==> src/rtl/seg_disp_pkg.sv <==
// Shared constants and state type for the 7-segment frame selector.
package seg_disp_pkg;

  localparam logic [6:0] SEG_BLANK = 7'b111_1111;

  typedef enum logic {
    SHOW = 1'b0,
    HOLD = 1'b1
  } disp_state_t;

endpackage

==> src/rtl/blink_gen.sv <==
// Free-running blink phase generator: phase toggles every BLINK_DIV cycles.
module blink_gen #(
  parameter int BLINK_DIV = 25_000_000
) (
  input  logic clk,
  input  logic rst_n,
  output logic phase
);

  localparam int CNT_W = (BLINK_DIV > 2) ? $clog2(BLINK_DIV) : 1;
  localparam logic [CNT_W-1:0] CNT_LAST = CNT_W'(BLINK_DIV - 1);

  logic [CNT_W-1:0] cnt;

  always_ff @(posedge clk or negedge rst_n) begin
    if (!rst_n) begin
      cnt   <= '0;
      phase <= 1'b0;
    end else if (cnt == CNT_LAST) begin
      cnt   <= '0;
      phase <= ~phase;
    end else begin
      cnt <= cnt + 1'b1;
    end
  end

endmodule

==> src/rtl/seg_display_mux.sv <==
// Registered frame selector with blanking on channel switch.
// Digit blinking is built only when SEG_DISP_BLINK_EN is defined.
//
// state | meaning
// SHOW  | committed channel's frame is on the display (blink masking active)
// HOLD  | blank interval after a channel switch, cnt counts down to exit
module seg_display_mux
  import seg_disp_pkg::*;
#(
  parameter int NUM_CH    = 4,
  parameter int DIGITS    = 8,
  parameter int SEG_W     = 7,
  parameter int BLANK_CYC = 2,
  parameter int BLINK_DIV = 25_000_000,
  localparam int CH_W     = $clog2(NUM_CH)
) (
  input  logic                           clk,
  input  logic                           rst_n,
  input  logic [NUM_CH*DIGITS*SEG_W-1:0] ch_data,
  input  logic [CH_W-1:0]                mode,
  input  logic                           override_en,
  input  logic [CH_W-1:0]                override_ch,
  input  logic [DIGITS-1:0]              blink_mask,
  output logic [DIGITS*SEG_W-1:0]        seg,
  output logic [CH_W-1:0]                sel_ch,
  output logic                           switching
);

  localparam int FRAME_W = DIGITS * SEG_W;
  localparam int CNT_W   = (BLANK_CYC > 2) ? $clog2(BLANK_CYC) : 1;
  localparam logic [CNT_W-1:0]   CNT_LOAD    = CNT_W'((BLANK_CYC > 0) ? BLANK_CYC - 1 : 0);
  localparam logic [FRAME_W-1:0] FRAME_BLANK = '1;

  disp_state_t        state_q, state_d;
  logic [CNT_W-1:0]   cnt_q, cnt_d;
  logic [CH_W-1:0]    tgt, sel_d;
  logic [FRAME_W-1:0] shown, seg_d;
  logic               sw_d;

  assign tgt = override_en ? override_ch : mode;

`ifdef SEG_DISP_BLINK_EN
  logic phase;

  blink_gen #(
    .BLINK_DIV(BLINK_DIV)
  ) u_blink_gen (
    .clk  (clk),
    .rst_n(rst_n),
    .phase(phase)
  );
`else
  logic unused_blink;
  assign unused_blink = ^blink_mask;
`endif

  always_ff @(posedge clk or negedge rst_n) begin
    if (!rst_n) begin
      state_q   <= SHOW;
      cnt_q     <= '0;
      sel_ch    <= '0;
      switching <= 1'b0;
      seg       <= FRAME_BLANK;
    end else begin
      state_q   <= state_d;
      cnt_q     <= cnt_d;
      sel_ch    <= sel_d;
      switching <= sw_d;
      seg       <= seg_d;
    end
  end

  always_comb begin
    state_d = state_q;
    cnt_d   = cnt_q;
    sel_d   = sel_ch;
    case (state_q)
      SHOW: begin
        if (tgt != sel_ch) begin
          sel_d = tgt;
          if (BLANK_CYC > 0) begin
            state_d = HOLD;
            cnt_d   = CNT_LOAD;
          end
        end
      end
      HOLD: begin
        // A fresh target restarts the whole blank interval.
        if (tgt != sel_ch) begin
          sel_d = tgt;
          cnt_d = CNT_LOAD;
        end else if (cnt_q == '0) begin
          state_d = SHOW;
        end else begin
          cnt_d = cnt_q - 1'b1;
        end
      end
      default: state_d = SHOW;
    endcase
  end

  // Whenever a frame is shown the target equals the committed channel, so mux on tgt.
  always_comb begin
    shown = FRAME_BLANK;
    for (int k = 0; k < NUM_CH; k++) begin
      if (tgt == CH_W'(k)) shown = ch_data[k*FRAME_W +: FRAME_W];
    end
`ifdef SEG_DISP_BLINK_EN
    for (int d = 0; d < DIGITS; d++) begin
      if (phase && blink_mask[d]) shown[d*SEG_W +: SEG_W] = '1;
    end
`endif
    sw_d  = (state_d == HOLD);
    seg_d = sw_d ? FRAME_BLANK : shown;
  end

endmodule

==> config.mk <==
export PLATFORM = sky130hd
export DESIGN_NAME = seg_display_mux
export DESIGN_NICKNAME = d
export VERILOG_FILES = /design/src/rtl/seg_disp_pkg.sv /design/src/rtl/blink_gen.sv /design/src/rtl/seg_display_mux.sv
export SDC_FILE = /design/constraint.sdc
export NUM_CORES = 1
export LEC_CHECK = 0
export BUFFER_PORTS_ARGS = -buffer_cell sky130_fd_sc_hd__buf_2
export CAP_MARGIN = 20
export CORE_AREA = 2 2 117 119
export DETAILED_ROUTE_END_ITERATION = 6
export DIE_AREA = 0 0 119 121
export GPL_TIMING_DRIVEN = 0
export SLEW_MARGIN = 10
export SYNTH_ARGS = -nofsm -noshare
export SYNTH_HDL_FRONTEND = slang
export SYNTH_SLANG_ARGS = --single-unit
==> constraint.sdc <==
create_clock -name clk -period 2 [get_ports clk]
set_input_delay 0.1 -clock clk [delete_from_list [all_inputs] [get_ports clk]]
set_output_delay 0.1 -clock clk [all_outputs]
set_load 0.05 [all_outputs]
==> impl_metrics.py, run 1 <==
metrics = {
    "global_route": {
        "grt_pass1_wl_mm": 22.4,
        "grtUsageMet1_pct": 24.8,
        "antenna_found_initial": 0,
        "groute.usage.overall_pct": 19.9,
        "met2_usage_pct": 35.5,
        "top_usage_layer": "met2",
        "first_global_vias": 4325,
        "grt_max_degree": 61,
        "grt_overflow_total": 0,
        "grtUsageMet3_pct": 3.43,
    },
    "timing": {
        "worst_slew_pin_slew_ns": 0.756,
        "timing.final.crit_share_pct": 80.1,
        "max_slew_margin_pct": 49.6,
        "finClkSkew_ns": 0.00839,
        "fin_ws_ns": 0.399,
        "setup_viol_count_final": 0,
        "setup-tns-final_ns": 0,
        "rsz0062_at_grt": "false",
        "fin_crit_ns": 1.60,
        "drv_slew": 0,
        "max_freq_ghz": 0.625,
        "hold_viol_final": 0,
    },
    "detailed_routing": {
        "vias": 4274,
        "drt_iter0_drc": 189,
        "post-route-drc-count": 0,
        "wl_mm": 14.8,
        "routedWlPerCell_um": 16.5,
        "viasPerCell": 4.78,
        "ant_nets": 0,
        "dr.pass1.iters": 4,
    },
    "synthesis": {
        "synth_fp_nets": 653,
        "synth_area_um2": 3590,
        "yosys.area_share.adder_pct": 0,
        "synth_mux_area_share_pct": 1.05,
        "ys.warnings.count": 0,
        "synth-compound-area-share_pct": 25.1,
        "synthCells": 414,
        "yosys.area_share.simple_pct": 23.6,
        "synthTopCellsByArea": "dfstp_2 (41%), a211oi_1 (8.0%), nand2_1 (8.0%), o21ai_0 (7.5%), and2_1 (6.6%)",
        "yosys.area.top_type_share_pct": 41.0,
        "synthXorXnorAreaFrac_pct": 0.488,
        "yosys-top-cells-count": "nand2_1 (76), dfstp_2 (56), o21ai_0 (54)",
        "yosysTopAreaCell": "dfstp_2",
        "async_flop_share_pct": 100,
        "ys_types": 27,
        "syn_area_per_cell_um2": 8.66,
        "synth_top_family_by_area": "compound AO/OA/AOI/OAI gates",
        "synth_flop_cell": "dfstp_2",
        "synth-seq-cells": 60,
        "synth_most_common_cell": "nand2_1",
        "synth-edff-count": 0,
        "ys_seq_area_share_pct": 43.8,
    },
    "final_layout": {
        "stdcell_count": 895,
        "design_area_um2": 5630,
        "nets": 953,
        "area_delta_synth_final_pct": 57.0,
        "drive_gt1_share_pct": 53.1,
        "diodes": 0,
    },
    "placement": {
        "dp_cells": 878,
        "place_area_um2": 5250,
        "portBuffers": 288,
        "dp_slack_ns": 0.101,
        "dpl.hpwl_mm": 11.7,
        "gp_congestion": 0.905,
    },
    "hold_path": {
        "hp-class": "in -> reg",
    },
    "clock_network": {
        "cts_tree": "done",
        "post_cts_resized": 0,
        "cts_sinks": 60,
        "cts_buffers": 9,
        "cts_buffer_depth": 2,
        "post-cts-setup-buffer-count": 0,
        "cts.clk_slew.worst_paths_ns": 0.06,
        "htree_levels": 3,
        "ctsRootBufferMaster": "clkbuf_16",
        "clkLatencyLatePin_ns": 0.33,
        "cts-hold-fix-buffers": 1,
    },
    "die": {
        "io_pins": 298,
        "die_height_um": 121,
        "core_um2": 13100,
        "die_x_um": 119,
        "rows": 42,
        "dieArea_um2": 14400,
        "initial_core_util_pct": 27.4,
    },
    "worst_setup_path": {
        "start_kind": "flop",
        "arrival_ns": 1.81,
        "critPathCaptureType": "flop",
        "critPathRequiredTime_ns": 2.21,
        "cp_max_fo": 10,
        "crit_type": "reg -> reg",
    },
    "run": {
        "cap_violations": 0,
    },
    "pwr": {
        "ir_drop_mv": 0.397,
        "pwr_density_cell_nw_per_um2": 787,
        "leakage_nw": 2.65,
    },
    "status": {
        "status": "finished, final reports clean",
    },
}
[stage by stage]
stage	hold WS, ns	total power [W]	util (%)
floorplan	-0.196	0.00209	-
global placement	0.368	0.00255	40.1
detailed placement	0.227	0.00257	40.1
CTS	0.0386	0.00449	43.0
global route	0.0614	0.00463	43.0
finish	0.0513	0.00443	43.0
[layout by cell type, fill, tap and decap left out, drive strengths merged, types with 18 or more instances in the layout]
cell type and instances:
nand2 77, a221oi 18, o21a 18, and2 38, nor2 20, dfstp 56
a211oi 39, and3 38, buf 305, clkbuf 34, o21ai 57
[where the power goes]
group	leakage [nW]	internal [W]	switching, W
clock	0.182	0.00135	0.000537
sequential	0.632	0.00134	0.0000238
combinational	1.83	0.000431	0.000744
total	2.65	0.00313	0.00131
[final timing paths]
| path | start | end | slack [ns] | depth (start not counted) |
|---|---|---|---|---|
| max | sel_ch[0]$_DFFE_PN0P_ | seg[30]$_DFF_PN1_ | 0.40 | 4 |
| max reg2reg | sel_ch[0]$_DFFE_PN0P_ | seg[30]$_DFF_PN1_ | 0.40 | 4 |
| min in group asynchronous | rst_n | state_q$_DFF_PN0_ | 0.42 | 2 |
| min | ch_data[182] | seg[14]$_DFF_PN1_ | 0.05 | 3 |
| max in group asynchronous | rst_n | cnt_q$_DFFE_PN0P_ | 1.11 | 2 |
| min reg2reg | state_q$_DFF_PN0_ | cnt_q$_DFFE_PN0P_ | 0.51 | 1 |
[final cells by class]
type	count	area [um^2]
multi-input combinational	312	1800
clock buffer	13	280
timing repair buffer	289	1450
clock inverter	3	90.1
inverter	4	15.0
fill	1375	7450
buffer	38	196
tap	176	220
sequential	60	1570
[state kept, by name (all words and copies together), names as in the netlist]
signal and count:
cnt_q 1, state_q 1, sel_ch 2, seg 56
[critical path: stages, from the launching register on]
cell	delay, ns
dfrtp_1	0.39
xor2_1	0.18
a211oi_2	0.26
buf_1	0.45
o21ai_0	0.21
[layer usage]
metal	share of wire, %	routed length (um)	vias up
met5	0	0	-
met4	1.6	240	0
met3	6.1	904	18
met2	51	7560	183
met1	41	6070	2013
li1	-	-	2060
[kinds of logic (layout without fill, tap and decap cells)]
group,count (synthesis),count (layout)
compound gates,134,134
flops,60,60
buf+inv,42,347
simple gates,174,174
mux,2,2
xor+xnor,2,2
Note: power is estimated with default switching activity, not from simulation.
==> inputs of run 2 (changes only) <==
--- a/config.mk
+++ b/config.mk
@@ -7,10 +7,11 @@
 export LEC_CHECK = 0
 export BUFFER_PORTS_ARGS = -buffer_cell sky130_fd_sc_hd__buf_2
 export CAP_MARGIN = 20
-export CORE_AREA = 2 2 117 119
+export CORE_ASPECT_RATIO = 0.5
+export CORE_UTILIZATION = 35
 export DETAILED_ROUTE_END_ITERATION = 6
-export DIE_AREA = 0 0 119 121
 export GPL_TIMING_DRIVEN = 0
+export PLACE_DENSITY = 0.77
 export SLEW_MARGIN = 10
 export SYNTH_ARGS = -nofsm -noshare
 export SYNTH_HDL_FRONTEND = slang
==> constraint.sdc (replaced) <==
create_clock -name clk -period 1.4 [get_ports clk]
set_input_delay 0.07 -clock clk [delete_from_list [all_inputs] [get_ports clk]]
set_output_delay 0.07 -clock clk [all_outputs]
set_load 0.05 [all_outputs]
==> impl_metrics.py, run 2 (synthesized netlist as in run 1, its figures left out) <==
metrics = {
    "detailed_routing": {
        "drt_iter0_drc": 285,
        "wl_met1_mm": 6.19,
        "vias": 4303,
        "top_layer_used": "met4",
        "ant_nets": 0,
        "met2_length_mm": 6.97,
        "dr.pass1.iters": 4,
        "viasPerCell": 5.00,
        "wl_mm": 14.1,
        "routedWlPerCell_um": 16.4,
        "route.met3.wl_um": 793,
        "post-route-drc-count": 0,
    },
    "final_layout": {
        "top_regs": "seg x56, sel_ch x2",
        "post-route-util_pct": 57.6,
        "nets": 959,
        "multiInputGateArea_um2": 1840,
        "drive_gt1_share_pct": 54.6,
        "nFillCells": 923,
        "seq_area_um2": 1570,
        "final_cell_mix": "buf_2 (295), nand2_1 (76), dfstp_2 (56)",
        "area_delta_synth_final_pct": 55.7,
        "max_flop_register": "seg",
        "largest_reg_flops": 56,
        "diodes": 0,
        "final_common_cell": "buf_2",
    },
    "worst_setup_path": {
        "slowest_stage": "dfrtp_2",
        "arrival_ns": 1.61,
        "cp_num_buf_inv": 3,
        "cp_cell_sequence": "xnor2_1 > a211oi_2 > buf_4 > buf_6 > buf_8 > o21ai_0",
        "cp_max_fo": 10,
        "crit_start": "sel_ch[1]$_DFFE_PN0P_",
        "max_stage_delay_ns": 0.40,
        "cp.depth": 6,
        "start_kind": "flop",
        "r2r_start": "sel_ch[1]$_DFFE_PN0P_",
        "crit_type": "reg -> reg",
        "crit_family": "buffers and inverters",
        "critPathCaptureType": "flop",
        "critPathRequiredTime_ns": 1.63,
        "ff2ff_path_depth": 6,
    },
    "clock_network": {
        "cts_sinks": 60,
        "cts.clk_slew.worst_paths_ns": 0.05,
        "cts_tree": "done",
        "ctsRootBufferMaster": "clkbuf_16",
        "htree_levels": 3,
        "cts_buffers": 9,
        "clkLatencyLatePin_ns": 0.31,
        "cts_buffer_depth": 2,
    },
    "die": {
        "die_height_um": 73.6,
        "die_x_um": 145,
        "io_pins": 298,
        "dieArea_um2": 10700,
        "core_um2": 9700,
        "initial_core_util_pct": 37.0,
        "rows": 25,
    },
    "timing": {
        "timing.final.crit_share_pct": 99.0,
        "setup_viol_count_final": 0,
        "max_slew_margin_pct": 48.8,
        "max_freq_ghz": 0.721,
        "finClkSkew_ns": 0.00543,
        "rsz0062_at_grt": "true",
        "worst_slew_pin_slew_ns": 0.768,
        "drv_slew": 0,
        "holdWs_ns": 0.0346,
        "hold_viol_final": 0,
        "fin_crit_ns": 1.39,
    },
    "pwr": {
        "seq_power_share_pct": 34.7,
        "pwr_density_cell_nw_per_um2": 1010,
        "switching_share_pct": 32.2,
        "p_clk_share_pct": 34.4,
        "ir_drop_mv": 0.530,
        "power_switching_w": 0.00181,
        "finalPower_w": 0.00563,
        "p_int_w": 0.00382,
        "comb_power_share_pct": 30.9,
        "leakage_nw": 2.66,
    },
    "global_route": {
        "grt_overflow_total": 0,
        "antenna_found_initial": 0,
        "grt_pass1_wl_mm": 21.4,
        "first_global_vias": 4155,
        "grt_max_degree": 61,
        "groute.usage.overall_pct": 25.8,
    },
    "hold_path": {
        "hp-class": "in -> reg",
        "hp-start": "ch_data[189]",
        "holdPathStages": 3,
    },
    "placement": {
        "dpl.hpwl_mm": 11.0,
        "portBuffers": 288,
        "gp_congestion": 0.935,
    },
    "status": {
        "status": "finished, final reports clean",
    },
    "run": {
        "cap_violations": 0,
    },
}
==> run 2: cell types whose count changed in the layout (fill, tap and decap cells not counted), moves of 3 or more <==
cell,before,now
clkbuf_4,0,3
clkbuf_2,0,5
clkbuf_8,4,1
buf_4,2,7
o21ai_0,54,49
bufinv_16,3,0
o21ai_1,3,7
==> run 2: path summary, 6_finish.rpt <==
check	endpoint	slack, ns
max	seg[20]$_DFF_PN1_	0.01
min	seg[21]$_DFF_PN1_	0.03
max reg2reg	seg[20]$_DFF_PN1_	0.01
min reg2reg	cnt_q$_DFFE_PN0P_	0.50
max in group asynchronous	sel_ch[1]$_DFFE_PN0P_	0.44
min in group asynchronous	cnt_q$_DFFE_PN0P_	0.43
==> run 2: worst register-to-register path: stages, from the launching register on <==
cell	delay [ns]
dfrtp_2	0.40
xnor2_1	0.15
a211oi_2	0.21
buf_4	0.17
buf_6	0.13
buf_8	0.14
o21ai_0	0.10
==> run 2: per-stage QoR <==
| step | instances | setup WS [ns] | TNS (ns) | instance area [um^2] |
|---|---|---|---|---|
| finish | 860 | 0.0138 | 0 | 5590 |
| global route | 860 | -0.0388 | -0.694 | 5590 |
| CTS | 855 | -0.00826 | -0.0173 | 5500 |
| detailed placement | 837 | -0.403 | -13.87 | 5200 |
| global placement | 837 | -0.401 | -12.80 | 5200 |
| floorplan | 414 | 0.0129 | 0 | 3590 |
==> run 2: area by class of cell <==
class	count	share of cell area [%]
multi-input cells	312	32.9
repair buffers	295	26.9
clock inverters	2	0.179
flip-flops and latches	60	28.2
well taps	135	3.02
inverters	4	0.269
clock buffers	14	4.55
plain buffers	38	4.10
==> run 2: layer usage <==
layer,global-route usage (%),up-vias
met3,5.78,18
met5,0,-
li1,-,2079
met4,6.32,0
met1,33.3,2035
met2,44.8,171
==> run 2: repair_timing <==
item                                    in CTS  in global routing
gates resized for setup                      7                 25
hold endpoints to repair                     4                  0
endpoints found under the setup margin      43                 55
setup buffers                                1                  4
hold buffers                                 1                  0
gates cloned                                 0                  1
pin swaps                                    1                  1
==> run 2: power groups by stage <==
stage          logic [W]  clock network, W  registers, W
6_report         0.00174           0.00194       0.00196
5_1_grt          0.00189           0.00208       0.00197
4_1_cts          0.00169           0.00200       0.00196
3_5_place_dp     0.00166                 0       0.00198
3_3_place_gp     0.00164                 0       0.00197
2_1_floorplan   0.000599                 0       0.00239
